[config.mk]
export PLATFORM = sky130hd
export DESIGN_NAME = ex_muldiv
export DESIGN_NICKNAME = d
export VERILOG_FILES = /design/src/rtl/ex_muldiv.sv
export SDC_FILE = /design/constraint.sdc
export NUM_CORES = 1
export LEC_CHECK = 0
export BUFFER_PORTS_ARGS = -buffer_cell sky130_fd_sc_hd__buf_2
export CAP_MARGIN = 20
export CORE_MARGIN = 8
export CORE_UTILIZATION = 35
export DETAILED_ROUTE_END_ITERATION = 12
export PLACE_DENSITY = 0.63
export SLEW_MARGIN = 20
export SYNTH_ARGS = -nofsm -noshare
export SYNTH_HDL_FRONTEND = slang
export SYNTH_SLANG_ARGS = --single-unit
[constraint.sdc]
create_clock -name clk -period 5.3 [get_ports clk]
set_input_delay 0.795 -clock clk [delete_from_list [all_inputs] [get_ports clk]]
set_output_delay 0.795 -clock clk [all_outputs]
set_load 0.03 [all_outputs]
[src/rtl/ex_muldiv.sv]
// ex_muldiv: execute-stage RV32M unit.
// Iterative shift-add multiply and restoring divide.
module ex_muldiv #(
    parameter int XLEN = 32
) (
    input  logic            clk,
    input  logic            rst,
    input  logic [31:0]     inst_i,
    input  logic [31:0]     inst_addr_i,
    input  logic [XLEN-1:0] op1_i,
    input  logic [XLEN-1:0] op2_i,
    input  logic [4:0]      rd_addr_i,
    input  logic            reg_wen_i,
    input  logic            flush_i,
    output logic [XLEN-1:0] rd_data_o,
    output logic [4:0]      rd_addr_o,
    output logic            reg_wen_o,
    output logic            hold_o,
    output logic            busy_o
);

    typedef enum logic [1:0] {
        S_IDLE,
        S_BUSY,
        S_DONE
    } state_t;

    state_t      r_state;
    state_t      w_nxt;

    logic [2:0]  r_f3;
    logic [4:0]  r_rd;
    logic [31:0] r_b;
    logic        r_neg;
    logic        r_negr;
    logic [63:0] r_acc;
    logic [4:0]  r_cnt;

    logic        w_is_m;
    logic [2:0]  w_f3;
    logic        w_sa;
    logic        w_sb;
    logic        w_dz;
    logic        w_accept;
    logic [31:0] w_abs_a;
    logic [31:0] w_abs_b;
    logic [32:0] w_mul_sum;
    logic [63:0] w_mul_next;
    logic [32:0] w_div_hi;
    logic        w_div_ge;
    logic [31:0] w_div_sub;
    logic [63:0] w_div_next;
    logic [63:0] w_p;
    logic [31:0] w_q;
    logic [31:0] w_r;
    logic [31:0] w_res;
    logic        w_unused;

    assign w_unused = ^{inst_addr_i, inst_i[24:15], inst_i[11:7]};

    assign w_is_m = (inst_i[6:0] == 7'b0110011)
                  & (inst_i[31:25] == 7'b0000001)
                  & reg_wen_i;
    assign w_f3 = inst_i[14:12];
    assign w_accept = (r_state == S_IDLE) & w_is_m & ~flush_i;

    assign w_sa = op1_i[31] & ((w_f3 == 3'd1) | (w_f3 == 3'd2)
                             | (w_f3 == 3'd4) | (w_f3 == 3'd6));
    assign w_sb = op2_i[31] & ((w_f3 == 3'd1) | (w_f3 == 3'd4)
                             | (w_f3 == 3'd6));
    assign w_abs_a = w_sa ? (~op1_i + 32'd1) : op1_i;
    assign w_abs_b = w_sb ? (~op2_i + 32'd1) : op2_i;
    assign w_dz = w_f3[2] & (op2_i == 32'd0);

    // Multiply: add multiplicand into the high half, then shift right.
    assign w_mul_sum = {1'b0, r_acc[63:32]}
                     + (r_acc[0] ? {1'b0, r_b} : 33'd0);
    assign w_mul_next = {w_mul_sum, r_acc[31:1]};

    // Divide: remainder in the high half, quotient bits enter at the bottom.
    assign w_div_hi = r_acc[63:31];
    assign w_div_ge = (w_div_hi >= {1'b0, r_b});
    assign w_div_sub = w_div_hi[31:0] - r_b;
    assign w_div_next = w_div_ge
                      ? {w_div_sub, r_acc[30:0], 1'b1}
                      : {w_div_hi[31:0], r_acc[30:0], 1'b0};

    assign w_p = r_neg ? (~r_acc + 64'd1) : r_acc;
    assign w_q = r_neg ? (~r_acc[31:0] + 32'd1) : r_acc[31:0];
    assign w_r = r_negr ? (~r_acc[63:32] + 32'd1) : r_acc[63:32];

    // Final result selection by operation.
    always_comb begin
        w_res = 32'd0;
        case (r_f3)
            3'd0:    w_res = w_p[31:0];
            3'd1,
            3'd2,
            3'd3:    w_res = w_p[63:32];
            3'd4,
            3'd5:    w_res = w_q;
            default: w_res = w_r;
        endcase
    end

    // State register.
    always_ff @(posedge clk) begin
        if (rst) r_state <= S_IDLE;
        else     r_state <= w_nxt;
    end

    // Next-state logic; flush always returns to IDLE.
    always_comb begin
        w_nxt = r_state;
        unique case (r_state)
            S_IDLE: if (w_accept) w_nxt = w_dz ? S_DONE : S_BUSY;
            S_BUSY: if (r_cnt == 5'd31) w_nxt = S_DONE;
            S_DONE: w_nxt = S_IDLE;
            default: w_nxt = S_IDLE;
        endcase
        if (flush_i) w_nxt = S_IDLE;
    end

    // Operand capture and iteration datapath.
    always_ff @(posedge clk) begin
        if (rst) begin
            r_f3   <= 3'd0;
            r_rd   <= 5'd0;
            r_b    <= 32'd0;
            r_neg  <= 1'b0;
            r_negr <= 1'b0;
            r_acc  <= 64'd0;
            r_cnt  <= 5'd0;
        end else if (w_accept) begin
            r_f3   <= w_f3;
            r_rd   <= rd_addr_i;
            r_b    <= w_abs_b;
            r_neg  <= ~w_dz & (w_sa ^ w_sb);
            r_negr <= ~w_dz & w_sa;
            r_acc  <= w_dz ? {op1_i, 32'hFFFF_FFFF}
                           : {32'd0, w_abs_a};
            r_cnt  <= 5'd0;
        end else if (flush_i) begin
            r_cnt  <= 5'd0;
        end else if (r_state == S_BUSY) begin
            r_cnt  <= r_cnt + 5'd1;
            r_acc  <= r_f3[2] ? w_div_next : w_mul_next;
        end
    end

    // Outputs: result only in DONE, stall while accepting or iterating.
    always_comb begin
        rd_data_o = 32'd0;
        rd_addr_o = 5'd0;
        reg_wen_o = 1'b0;
        hold_o    = w_accept | ((r_state == S_BUSY) & ~flush_i);
        busy_o    = (r_state == S_BUSY) | (r_state == S_DONE);
        if (r_state == S_DONE) begin
            rd_data_o = w_res;
            rd_addr_o = r_rd;
            reg_wen_o = ~flush_i;
        end
    end

endmodule
==> results.sh, run 1 <==
export IMPL_nets=2067
export IMPL_outcome="finished, final reports clean"
export IMPL_combinationalPowerShare=0.081
export IMPL_max_cap_viol_count=0
export IMPL_post_cts_resized=0
export IMPL_worst_setup_path_start_kind="register"
export IMPL_max_slew_worst_pin_slew_ns=1.06
export IMPL_period_needed_ns=5.08
export IMPL_clkPwrFrac=0.528
export IMPL_grt_pass1_wl_um=75600
export IMPL_cts_tree="yes"
export IMPL_setup_worst_path_start="r_acc[6]$_SDFFE_PP0P_"
export IMPL_ir_drop_v=0.000140
export IMPL_drt_pass1_iter_count=6
export IMPL_syn_inst=1803
export IMPL_synth_edf_count=0
export IMPL_crit_fanout=8
export IMPL_critical_path_required_ns=4.51
export IMPL_h_tree_depth=4
export IMPL_cts_buffers=17
export IMPL_synth_async_sr_flop_share=0
export IMPL_p_sw_frac=0.253
export IMPL_cts_setup_buffers=0
export IMPL_fin_area_mm2=0.0145
export IMPL_ys_types=76
export IMPL_hold_class="register to register"
export IMPL_fin_crit_sh=0.959
export IMPL_pwr_share_seq=0.391
export IMPL_cts_sinks=113
export IMPL_dp_hpwl_um=38200
export IMPL_core_area_mm2=0.0365
export IMPL_num_rows=70
export IMPL_grt_pass1_vias=13300
export IMPL_port_buffers=129
export IMPL_routed_via_density=5.98
export IMPL_synth_top_area_frac=0.175
export IMPL_drc_errors=0
export IMPL_hold_viol=0
export IMPL_drt_total_wl_um=49200
export IMPL_critPathKind="register to output port"
export IMPL_grt_overflow_total=0
export IMPL_die_h_um=208
export IMPL_intPower_w=0.00162
export IMPL_fin_tns_setup_ns=0
export IMPL_clock_skew_ns=0.0123
export IMPL_grt_antenna_before_repair=7
export IMPL_dieWidth_um=208
export IMPL_yosys_warnings=0
export IMPL_cts_hold_buf=0
export IMPL_drtIter0Drc=1242
export IMPL_cts_clk_slew_worst_paths_ns=0.06
export IMPL_rr_startpoint="r_acc[0]$_SDFFE_PP0P_"
export IMPL_ios=177
export IMPL_grt_max_degree=72
export IMPL_initial_utilization=0.354
export IMPL_max_slew_margin=0.290
export IMPL_dieArea_mm2=0.0433
export IMPL_final_antenna_net_count=0
export IMPL_syn_avg_cell_area_um2=7.17
export IMPL_critPathArrivalTime_ns=4.29
export IMPL_wl_per_cell_um=21.0
export IMPL_switchingPower_w=0.000550
export IMPL_slew_violations=0
export IMPL_fin_cells=2338
export IMPL_place_congestion=0.953
export IMPL_dp_cells=2304
export IMPL_crit_path_end_kind="output port"
export IMPL_post_dp_cell_area_mm2=0.0139
export IMPL_synth_ff_type="dfxtp_1"
export IMPL_clk_latency_ns=0.43
export IMPL_track_usage=0.218
export IMPL_ys_seq_area_frac=0.175
export IMPL_cts_root_buf="clkbuf_16"
export IMPL_synth_largest_area_cell="dfxtp_1"
export IMPL_syn_to_final_growth_pct=12.3
export IMPL_max_freq_mhz=197
export IMPL_vias=14000
export IMPL_min_delay_start="r_b[21]$_SDFFE_PP0P_"
export IMPL_setup_viol=0
export IMPL_ys_seq_elements=113
export IMPL_clockBufferDepth=2
export IMPL_rsz0062_at_grt="no"
export IMPL_synth_top_cells_by_area="dfxtp_1, xnor2_1, ha_1"
export IMPL_synth_nets=2015
export IMPL_p_leak_nw=5.92
export IMPL_drive_gt1_frac=0.132
export IMPL_syn_area_mm2=0.0129
export IMPL_power_density_mw_per_mm2=150
[power by group through the flow]
stage          clock, W  sequential, W  combinational [W]
2_1_floorplan         0       0.000868          0.0000922
3_3_place_gp          0       0.000868           0.000173
3_5_place_dp          0       0.000868           0.000175
4_1_cts         0.00117       0.000850           0.000176
5_1_grt         0.00120       0.000849           0.000193
6_report        0.00115       0.000850           0.000176
[synth_stat cells (4+ instances only)]
cell type,number
buf_1,8
o211ai_1,33
a311oi_1,12
nor3b_1,4
a221oi_1,24
a22oi_1,9
nor2b_1,26
or4_1,12
o21ai_2,5
nand2b_1,22
xnor2_1,126
mux2i_1,39
a21o_1,43
nand2_1,186
o21bai_1,5
inv_1,62
nor2_1,165
o21ai_1,5
or3_4,4
o22ai_1,7
o21ai_0,110
o21a_1,11
or2_2,8
xor2_1,66
a222oi_1,10
ha_1,73
a21oi_1,161
nand3_1,20
nor4_1,16
o41ai_1,7
nand4_1,14
a31oi_1,18
and3_1,11
o31ai_1,27
dfxtp_1,113
clkbuf_1,112
mux2_2,17
a211oi_1,45
and2_1,14
buf_2,6
o221ai_1,14
a2111oi_0,6
or3_1,30
nor3_1,39
[metrics by stage]
step / setup slack [ns] / total power, W / hold slack (ns) / utilization
after global placement: 0.678 / 0.00104 / 0.435 / 0.381
after detailed placement: 0.640 / 0.00104 / 0.444 / 0.381
after CTS: 0.146 / 0.00219 / 0.451 / 0.397
after floorplan: 0.207 / 0.000960 / 0.427 / -
final: 0.219 / 0.00217 / 0.449 / 0.397
after global routing: 0.0346 / 0.00224 / 0.470 / 0.397
[kinds of logic (layout without fill, tap and decap cells)]
kind of cell / count (synthesis) / in the layout / synth area share
simple gates: 591 / 591 / 0.221
fa+ha+maj: 75 / 75 / 0.0738
other cells: 0 / 2 / 0
flops: 113 / 113 / 0.175
compound gates: 580 / 580 / 0.295
xor+xnor: 192 / 192 / 0.130
mux: 56 / 56 / 0.0450
buf+inv: 196 / 261 / 0.0599
[area by class of cell]
| cell class | count | area [um2] |
|---|---|---|
| Clock inverter | 12 | 134 |
| Multi-Input combinational cell | 1494 | 9910 |
| Tap cell | 468 | 586 |
| Fill cell | 3839 | 22000 |
| Antenna cell | 2 | 5.00 |
| Clock buffer | 20 | 447 |
| Inverter | 65 | 244 |
| Sequential cell | 113 | 2260 |
| Timing Repair Buffer | 164 | 923 |
[worst max-delay path: stages (launching register included)]
cell and delay, ns:
dfxtp_1 0.39, or4_4 0.58, or4_4 0.45, or4_4 0.52
or3_4 0.37, or2_1 0.25, o21ai_2 0.18, mux2_2 0.35
a2111oi_1 0.48, buf_2 0.29
[registers in the layout, indices dropped and copies added (netlist names)]
register,cells
r_state,2
r_neg,1
r_b,32
r_cnt,5
r_acc,64
r_rd,5
r_f3,3
r_negr,1
[worst paths after layout]
| kind | end | slack [ns] | depth (start not counted) |
|---|---|---|---|
| setup / recovery | rd_data_o[31] | 0.22 | 9 |
| hold / removal | r_b[21]$_SDFFE_PP0P_ | 0.45 | 2 |
| setup reg to reg | r_acc[63]$_SDFFE_PP0P_ | 1.01 | 16 |
| hold reg to reg | r_b[21]$_SDFFE_PP0P_ | 0.45 | 2 |
[metal layers]
layer  global-route usage  wire [um]  up-vias
li1                     -          -     6676
met1                0.274      20900     6657
met2                0.359      22300      529
met3               0.0467       4090      100
met4               0.0879       1780        8
met5                    0         58        -
[layout by cell type (no fill, tap or decap), types with 33 or more instances in the layout]
cell type and instances:
o211ai_1 33, nand2_1 186, inv_1 62, o21ai_0 110, buf_4 35, mux2i_1 39
a211oi_1 45, xor2_1 66, ha_1 73, nor3_1 38, a21oi_1 161, a21o_1 43
nor2_1 164, dfxtp_1 111, buf_2 128, xnor2_1 126
(Power assumes the default switching activity.)
==> run 2: changes to the inputs <==
CORE_UTILIZATION = 30   (was 35)
PLACE_DENSITY = 0.57   (was 0.63)
==> results.sh, run 2 (synthesis gave the netlist of run 1 again) <==
export IMPL_max_slew_worst_pin_slew_ns=0.982
export IMPL_vias=14100
export IMPL_cts_buffers=17
export IMPL_max_freq_mhz=197
export IMPL_intPower_w=0.00162
export IMPL_grt_pass1_wl_um=78200
export IMPL_cts_sinks=113
export IMPL_rsz0062_at_grt="no"
export IMPL_grt_max_degree=72
export IMPL_final_cell_mix="nand2_1, nor2_1, a21oi_1"
export IMPL_post_cts_resized=0
export IMPL_largest_register="r_acc"
export IMPL_dp_hpwl_um=39700
export IMPL_routed_via_density=5.83
export IMPL_cts_clk_slew_worst_paths_ns=0.07
export IMPL_fin_cells=2418
export IMPL_grt_pass1_vias=13300
export IMPL_fin_tns_setup_ns=0
export IMPL_grt_overflow_total=0
export IMPL_hold_viol=0
export IMPL_hold_class="register to register"
export IMPL_cts_hold_buf=0
export IMPL_power_density_mw_per_mm2=153
export IMPL_critPathKind="register to output port"
export IMPL_clk_latency_ns=0.43
export IMPL_timing_hold_ws_ns=0.448
export IMPL_crit_path_end_kind="output port"
export IMPL_core_area_mm2=0.0428
export IMPL_switchingPower_w=0.000611
export IMPL_cts_setup_buffers=0
export IMPL_clkPwrFrac=0.539
export IMPL_combinationalPowerShare=0.082
export IMPL_critPathArrivalTime_ns=4.29
export IMPL_setup_viol=0
export IMPL_dp_cells=2383
export IMPL_post_dp_cell_area_mm2=0.0140
export IMPL_ios=177
export IMPL_top_regs="r_acc (64), r_b (32)"
export IMPL_drtIter0Drc=1443
export IMPL_p_leak_nw=5.94
export IMPL_max_cap_viol_count=0
export IMPL_place_congestion=0.912
export IMPL_max_slew_margin=0.343
export IMPL_drt_total_wl_um=51500
export IMPL_critical_path_required_ns=4.51
export IMPL_port_buffers=129
export IMPL_cts_root_buf="clkbuf_16"
export IMPL_grt_antenna_before_repair=5
export IMPL_ir_drop_v=0.000176
export IMPL_num_rows=76
export IMPL_worst_setup_path_start_kind="register"
export IMPL_initial_utilization=0.302
export IMPL_pwr_share_seq=0.380
export IMPL_drive_gt1_frac=0.134
export IMPL_outcome="finished, final reports clean"
export IMPL_dieWidth_um=224
export IMPL_slew_violations=0
export IMPL_layout_setup_ws_ns=0.214
export IMPL_dieArea_mm2=0.0500
export IMPL_wl_per_cell_um=21.3
export IMPL_period_needed_ns=5.09
export IMPL_clock_skew_ns=0.0126
export IMPL_final_antenna_net_count=0
export IMPL_h_tree_depth=4
export IMPL_die_h_um=224
export IMPL_fin_area_mm2=0.0146
export IMPL_fin_crit_sh=0.960
export IMPL_drc_errors=0
export IMPL_largest_reg_flops=64
export IMPL_drt_pass1_iter_count=8
export IMPL_nets=2068
export IMPL_place_ws_ns=0.520
export IMPL_clockBufferDepth=2
export IMPL_final_common_cell="nand2_1"
export IMPL_p_sw_frac=0.273
export IMPL_cts_tree="yes"
export IMPL_syn_to_final_growth_pct=13.4
export IMPL_crit_fanout=8
export IMPL_track_usage=0.197
run 2: changes by cell type in the layout (fill, tap and decap cells not counted), sizes merged:
cell,previous run,this run
buf,164,165
inv,65,69
diode,2,3
clkinv,8,9
clkbuf,20,17
clkinvlp,2,0
run 2: worst paths after layout:
| path | start | endpoint | slack [ns] | cells after the start |
|---|---|---|---|---|
| hold / removal | r_b[21]$_SDFFE_PP0P_ | r_b[21]$_SDFFE_PP0P_ | 0.45 | 2 |
| setup / recovery | r_acc[6]$_SDFFE_PP0P_ | rd_data_o[25] | 0.21 | 10 |
| setup reg to reg | r_acc[0]$_SDFFE_PP0P_ | r_acc[63]$_SDFFE_PP0P_ | 1.06 | 16 |
| hold reg to reg | r_b[21]$_SDFFE_PP0P_ | r_b[21]$_SDFFE_PP0P_ | 0.45 | 2 |
run 2: power by group through the flow:
stage | Combinational, W | Clock, W | Sequential (W)
floorplan | 0.0000922 | 0 | 0.000868
global placement | 0.000179 | 0 | 0.000868
detailed placement | 0.000181 | 0 | 0.000868
CTS | 0.000182 | 0.00121 | 0.000849
global route | 0.000198 | 0.00125 | 0.000849
finish | 0.000182 | 0.00120 | 0.000849
run 2: layer usage:
| metal | up-vias | part of all wire | GRT usage |
|---|---|---|---|
| met5 | - | 0.00025 | 0 |
| met4 | 2 | 0.027 | 0.0661 |
| met3 | 85 | 0.081 | 0.0351 |
| met2 | 600 | 0.45 | 0.316 |
| met1 | 6730 | 0.44 | 0.265 |
| li1 | 6673 | - | - |
run 2: area by class of cell:
| type | count | area (um2) |
|---|---|---|
| Multi-Input combinational cell | 1494 | 9910 |
| Tap cell | 546 | 683 |
| Clock buffer | 17 | 425 |
| Fill cell | 4595 | 28100 |
| Clock inverter | 15 | 175 |
| Sequential cell | 113 | 2260 |
| Antenna cell | 3 | 7.51 |
| Timing Repair Buffer | 165 | 933 |
| Inverter | 65 | 244 |
run 2: per-stage QoR:
step	util	power (W)
6_report	0.342	0.00224
3_5_place_dp	0.328	0.00105
2_1_floorplan	-	0.000960
5_1_grt	0.342	0.00230
3_3_place_gp	0.328	0.00105
4_1_cts	0.342	0.00225
run 2: critical path, cell delays in order, from the launching register on:
cell,delay [ns]
dfxtp_1,0.39
or4_4,0.58
or4_4,0.45
or4_4,0.53
or3_4,0.36
or2_4,0.29
buf_4,0.20
o21ai_2,0.20
mux2_2,0.36
a221oi_1,0.24
buf_2,0.25
